===== src/rtl/fetch_pkg.sv =====
// Shared types and constants for the RV32I instruction fetch stage.
package fetch_pkg;

   localparam int unsigned XLEN      = 32;
   localparam logic [31:0] NOP_INSTR = 32'h0000_0013;

   typedef enum logic [1:0] {
      BOOT  = 2'd0,
      RUN   = 2'd1,
      DRAIN = 2'd2
   } fetch_state_t;

   typedef struct packed {
      logic [31:0] instr;
      logic [31:0] pc;
   } fetch_entry_t;

endpackage


===== src/rtl/fetch_buffer.sv =====
// Small synchronous FIFO holding fetched {instr, pc} pairs; clear beats push.
module fetch_buffer
   import fetch_pkg::*;
#(
   parameter  int unsigned DEPTH = 2,
   localparam int unsigned CW    = $clog2(DEPTH + 1)
) (
   input  logic          clk,
   input  logic          rst,
   input  logic          push,
   input  logic          pop,
   input  logic          clear,
   input  fetch_entry_t  wdata,
   output fetch_entry_t  rdata,
   output logic          full,
   output logic          empty,
   output logic [CW-1:0] count
);

   localparam int unsigned AW = (DEPTH > 1) ? $clog2(DEPTH) : 1;

   fetch_entry_t  mem [DEPTH];
   logic [AW-1:0] wptr;
   logic [AW-1:0] rptr;
   logic          do_push;
   logic          do_pop;

   function automatic logic [AW-1:0] ptr_inc(input logic [AW-1:0] p);
      return (p == AW'(DEPTH - 1)) ? '0 : p + AW'(1);
   endfunction

   assign full    = (count == CW'(DEPTH));
   assign empty   = (count == '0);
   assign do_pop  = pop & ~empty & ~clear;
   assign do_push = push & ~clear & (~full | do_pop);
   assign rdata   = mem[rptr];

   always_ff @(posedge clk) begin
      if (rst || clear) begin
         wptr  <= '0;
         rptr  <= '0;
         count <= '0;
      end else begin
         if (do_push) wptr <= ptr_inc(wptr);
         if (do_pop)  rptr <= ptr_inc(rptr);
         count <= count + CW'(do_push) - CW'(do_pop);
      end
   end

   always_ff @(posedge clk) begin
      if (do_push) mem[wptr] <= wdata;
   end

endmodule


===== src/rtl/fetch_stage.sv =====
// IF stage: PC generation, credit-limited imem requests, wrong-path drop and IF/ID register.
module fetch_stage
   import fetch_pkg::*;
#(
   parameter logic [31:0] RESET_PC  = 32'h0000_0000,
   parameter int unsigned DEPTH     = 2,
   parameter logic [31:0] NOP_INSTR = fetch_pkg::NOP_INSTR
) (
   input  logic        clk,
   input  logic        rst,
   input  logic        StallF,
   input  logic        StallD,
   input  logic        FlushD,
   input  logic        PCSrcE,
   input  logic [31:0] PCTargetE,
   output logic        IMemReq,
   output logic [31:0] IMemAddr,
   input  logic        IMemGnt,
   input  logic        IMemRValid,
   input  logic [31:0] IMemRData,
   output logic [31:0] InstrD,
   output logic [31:0] PCD,
   output logic [31:0] PCPlus4D
);

   localparam int unsigned CW = $clog2(DEPTH + 1);

   fetch_state_t  state_q, state_d;
   logic [31:0]   pcf_q, pcf_d;
   logic [CW-1:0] out_q, out_d;
   logic [CW-1:0] drop_q, drop_d;

   logic [CW:0]   inflight;
   logic          grant;
   logic          dropping;
   logic [CW-1:0] live;
   logic [31:0]   rsp_pc;

   fetch_entry_t  buf_wdata;
   fetch_entry_t  buf_head;
   logic          buf_push;
   logic          buf_pop;
   logic          buf_full;
   logic          buf_empty;
   logic [CW-1:0] buf_count;

   // Credit counts both in-flight and buffered words so the buffer can never overflow.
   assign inflight = {1'b0, out_q} + {1'b0, buf_count};
   assign IMemReq  = (state_q != BOOT) & ~StallF & ~PCSrcE & (32'(inflight) < DEPTH);
   assign IMemAddr = pcf_q;
   assign grant    = IMemReq & IMemGnt;
   assign dropping = (drop_q != '0);

   // Live requests were issued back-to-back since the last redirect, ending at PCF-4.
   assign live   = out_q - drop_q;
   assign rsp_pc = pcf_q - (32'(live) << 2);

   assign buf_wdata.instr = IMemRData;
   assign buf_wdata.pc    = rsp_pc;
   assign buf_push        = IMemRValid & ~dropping & ~PCSrcE;
   assign buf_pop         = ~StallD & ~FlushD & ~buf_empty;

   fetch_buffer #(.DEPTH(DEPTH)) u_buffer (
      .clk   (clk),
      .rst   (rst),
      .push  (buf_push),
      .pop   (buf_pop),
      .clear (PCSrcE),
      .wdata (buf_wdata),
      .rdata (buf_head),
      .full  (buf_full),
      .empty (buf_empty),
      .count (buf_count)
   );

   always_ff @(posedge clk) begin
      if (rst) begin
         state_q <= BOOT;
         pcf_q   <= RESET_PC;
         out_q   <= '0;
         drop_q  <= '0;
      end else begin
         state_q <= state_d;
         pcf_q   <= pcf_d;
         out_q   <= out_d;
         drop_q  <= drop_d;
      end
   end

   always_comb begin
      state_d = state_q;
      pcf_d   = pcf_q;
      out_d   = out_q + CW'(grant) - CW'(IMemRValid);
      drop_d  = drop_q;

      if (PCSrcE) begin
         pcf_d  = PCTargetE;
         drop_d = out_q - CW'(IMemRValid);
      end else begin
         if (grant) pcf_d = pcf_q + 32'd4;
         if (IMemRValid && dropping) drop_d = drop_q - CW'(1);
      end

      case (state_q)
         BOOT:       state_d = RUN;
         RUN, DRAIN: state_d = (drop_d != '0) ? DRAIN : RUN;
         default:    state_d = BOOT;
      endcase
   end

   // IF/ID pipeline register; a flush bubbles without disturbing the buffer.
   always_ff @(posedge clk) begin
      if (rst) begin
         InstrD   <= NOP_INSTR;
         PCD      <= '0;
         PCPlus4D <= '0;
      end else if (!StallD) begin
         if (!FlushD && !buf_empty) begin
            InstrD   <= buf_head.instr;
            PCD      <= buf_head.pc;
            PCPlus4D <= buf_head.pc + 32'd4;
         end else begin
            InstrD   <= NOP_INSTR;
            PCD      <= '0;
            PCPlus4D <= '0;
         end
      end
   end

   a_no_overflow: assert property (@(posedge clk) disable iff (rst)
      !(buf_push && buf_full && !buf_pop));

endmodule


===== config.mk =====
export PLATFORM = sky130hd
export DESIGN_NAME = fetch_stage
export DESIGN_NICKNAME = d
export VERILOG_FILES = /design/src/rtl/fetch_pkg.sv /design/src/rtl/fetch_buffer.sv /design/src/rtl/fetch_stage.sv
export SDC_FILE = /design/constraint.sdc
export NUM_CORES = 1
export LEC_CHECK = 0
export BUFFER_PORTS_ARGS = -buffer_cell sky130_fd_sc_hd__buf_4
export CAP_MARGIN = 20
export CORE_MARGIN = 2
export CORE_UTILIZATION = 60
export CTS_CLUSTER_SIZE = 14
export DETAILED_ROUTE_END_ITERATION = 10
export HOLD_SLACK_MARGIN = 0.08
export PLACE_DENSITY = 0.85
export SLEW_MARGIN = 20
export SYNTH_ARGS = -nofsm -noshare
export SYNTH_HDL_FRONTEND = slang
export SYNTH_HIERARCHICAL = 1
export SYNTH_SLANG_ARGS = --single-unit
export TNS_END_PERCENT = 100

===== constraint.sdc =====
create_clock -name clk -period 12.02 [get_ports clk]
set_input_delay 1.803 -clock clk [delete_from_list [all_inputs] [get_ports clk]]
set_output_delay 1.803 -clock clk [all_outputs]
set_load 0.005 [all_outputs]

==> results by group <==
Status
  – Outcome: completed

Place
  – Placement Cell Area: 13,000 um^2
  – Buffers added on ports: 200
  – Dpl hpwl: between 15 and 20 mm
  – Placer's final routability congestion estimate: 0.872

Detailed routing
  – Number of detailed-route iterations in the first pass: 7
  – DRC viols: 0
  – Remaining antenna violation count: 0
  – Aggregate routed wire length: 27.8 mm
  – Via-per-instance ratio: around 6.1
  – Number of vias in the routed layout: 8,571
  – Number of design-rule violations left by the first detailed-router iteration: 639
  – Average wire per cell in the routed design: 19.6 um

Synthesis
  – Cells after synthesis: 998
  – Summed instance area of the synthesized netlist: roughly 12,000 um^2
  – Yosys Warn Count: 6
  – Mean post-synth cell area: 11.5 um^2
  – Post-Synthesis Net Count: 1,084

Critical path
  – CP startpoint: PCSrcE
  – Crit-path max FO: 46
  – Arrival time worst endpoint: 2.76 ns
  – Startpoint of the most critical register-to-register path: u_buffer/count[0]
  – Depth of the most critical reg-to-reg path: 11
  – Required time worst endpoint: 10.22 ns
  – R2R Setup Slk: 8.58 ns
  – Worst setup path category: in2out
  – Critical R2R Capture: out_q[1]
  – Category of the worst setup path capture point: output port
  – Nature of the critical path startpoint: input pin

Final layout
  – Nets: 1,245
  – Fraction of final layout cells with drive strength greater than 1: 0.288
  – Final core utilization: 0.737
  – Leading cell types in the layout, fill and taps excluded: buf_4, dfxtp_1, edfxtp_1, nor2_1, a22oi_1
  – Inserted Diodes: 0
  – Post-synthesis to final-layout area growth: 20.2%
  – Design area: 13,800 um^2
  – Leading cell type in the layout, fill and taps excluded: buf_4

Power
  – Power density of the placed cells: 143 nW/um^2
  – Internal power consumption: 1.51 mW
  – Part of the power in registers: 0.507
  – NetSw: 468 uW
  – Peak ir drop on the vdd network: between 0.1 and 0.15 mV
  – Leak pwr: 5.29 nW
  – Portion of total power attributed to the clock network: 0.395
  – Combinational share of power: 0.098
  – Switching power share of the total: 0.236

Clock tree
  – Number of hold buffers added after CTS: 0
  – Clock buffer depth: 3
  – TritonCTS buffer count: 27
  – CTS tree: built
  – CTS HTree Levels: 1
  – Clock latency of the later-clocked register in the worst-skew pair: 0.53 ns
  – Root Buffer Master: clkbuf_16
  – Post-CTS Setup Bufs: 0
  – Total clock sinks: between 200 and 300
  – Clock transition at the register clock pins on the worst setup and hold paths after CTS: 0.06 ns
  – Count of instances resized after the clock tree is built: 0

Timing
  – Maximum clock frequency: 219 MHz
  – Number of max-slew violations in the final report: 0
  – Final Setup Violations: 0
  – Max_slew headroom: 0.405
  – Crit share post-route: 0.380
  – Number of hold-slack violations in the final timing report: 0
  – Setup repair after global routing missed its margin: false
  – Clock period minus worst slack: 4.57 ns
  – Slew at the pin with the worst max-slew slack: just under 0.9 ns
  – Setup Total Neg Slack: 0 ns
  – Setup skew after layout: 0.0156 ns

Global routing
  – Remaining global-route overflow: 0
  – Global-route wire length before repair: 42.7 mm
  – Total Routing Usage GR: 0.265
  – Initial antenna violation count: 0
  – Pin count of the biggest net entering global routing: between 70 and 80
  – Via count of the first global-routing pass: 8,090

Floorplanning
  – Floorplan die height: about 140 um
  – Die X-Extent: roughly 140 um
  – Number of top-level pins: 201
  – Overall die area: between 20,000 and 25,000 um^2
  – Row count: 50
  – Effective utilization at floorplan: 0.613
  – Core footprint: 18,800 um^2

Min path
  – Hold Crit Depth: 1
  – Worst Hold Class: reg2reg
  – End of the worst hold path: PCPlus4D[17]
  – Launch point of the worst hold path: PCPlus4D[17]

Flow run
  – Number of maximum-capacitance constraint violations: 0
## metal layers
layer  global-route usage  part of all wire  vias to the layer above
met4               0.0787             0.026                        0
met1                0.349              0.40                     4106
li1                     -                 -                     3990
met2                0.451              0.50                      417
met3               0.0451             0.081                       58
met5                    0                 0                        -
## state kept, by name, indices dropped and copies added, names as in the netlist, named ones only
register and flops:
out_q 2, u_buffer/wptr 1, drop_q 2, InstrD 32, u_buffer/mem 128, u_buffer/count 2, PCD 32, PCPlus4D 30
state_q 2, u_buffer/rptr 1, IMemAddr 32
## worst max path at each step
stage,end,slack [ns]
after floorplan,u_buffer/mem[1][0],3.67
after global placement,u_buffer/mem[0][22],7.04
after detailed placement,u_buffer/mem[0][20],7.03
after CTS,IMemReq,7.46
after global routing,IMemReq,7.37
final,IMemReq,7.45
## power groups by stage
stage | combinational [mW] | clock, mW | sequential, mW
after floorplan | 0.137 | 0 | 1.01
after global placement | 0.183 | 0 | 1.02
after detailed placement | 0.190 | 0 | 1.02
after CTS | 0.193 | 0.794 | 1.00
after global routing | 0.212 | 0.822 | 1.01
final | 0.194 | 0.783 | 1.00
## through the flow
stage                     power [mW]  worst slack [ns]  hold slack, ns  std cells
final                           1.98              7.45           0.480       1414
after global routing            2.04              7.37           0.490       1414
after CTS                       1.99              7.46           0.484       1414
after detailed placement        1.21              7.03           0.465       1364
after global placement          1.20              7.04           0.468       1364
after floorplan                 1.15              3.67           0.448        998
## final cells by class
cell class | count | area [um^2]
Inverter | 26 | 97.6
Timing Repair Buffer | 208 | 1560
Sequential cell | 265 | 6590
Multi-Input combinational cell | 631 | 4470
Clock buffer | 39 | 741
Tap cell | 234 | 293
Fill cell | 1273 | 4940
Clock inverter | 11 | 85.1
## critical path, stage by stage
cell and delay, ns:
buf_4 0.26, nor4_1 0.38, nor2b_1 0.19, buf_4 0.12
No activity file was read; power rests on OpenSTA's default activity.
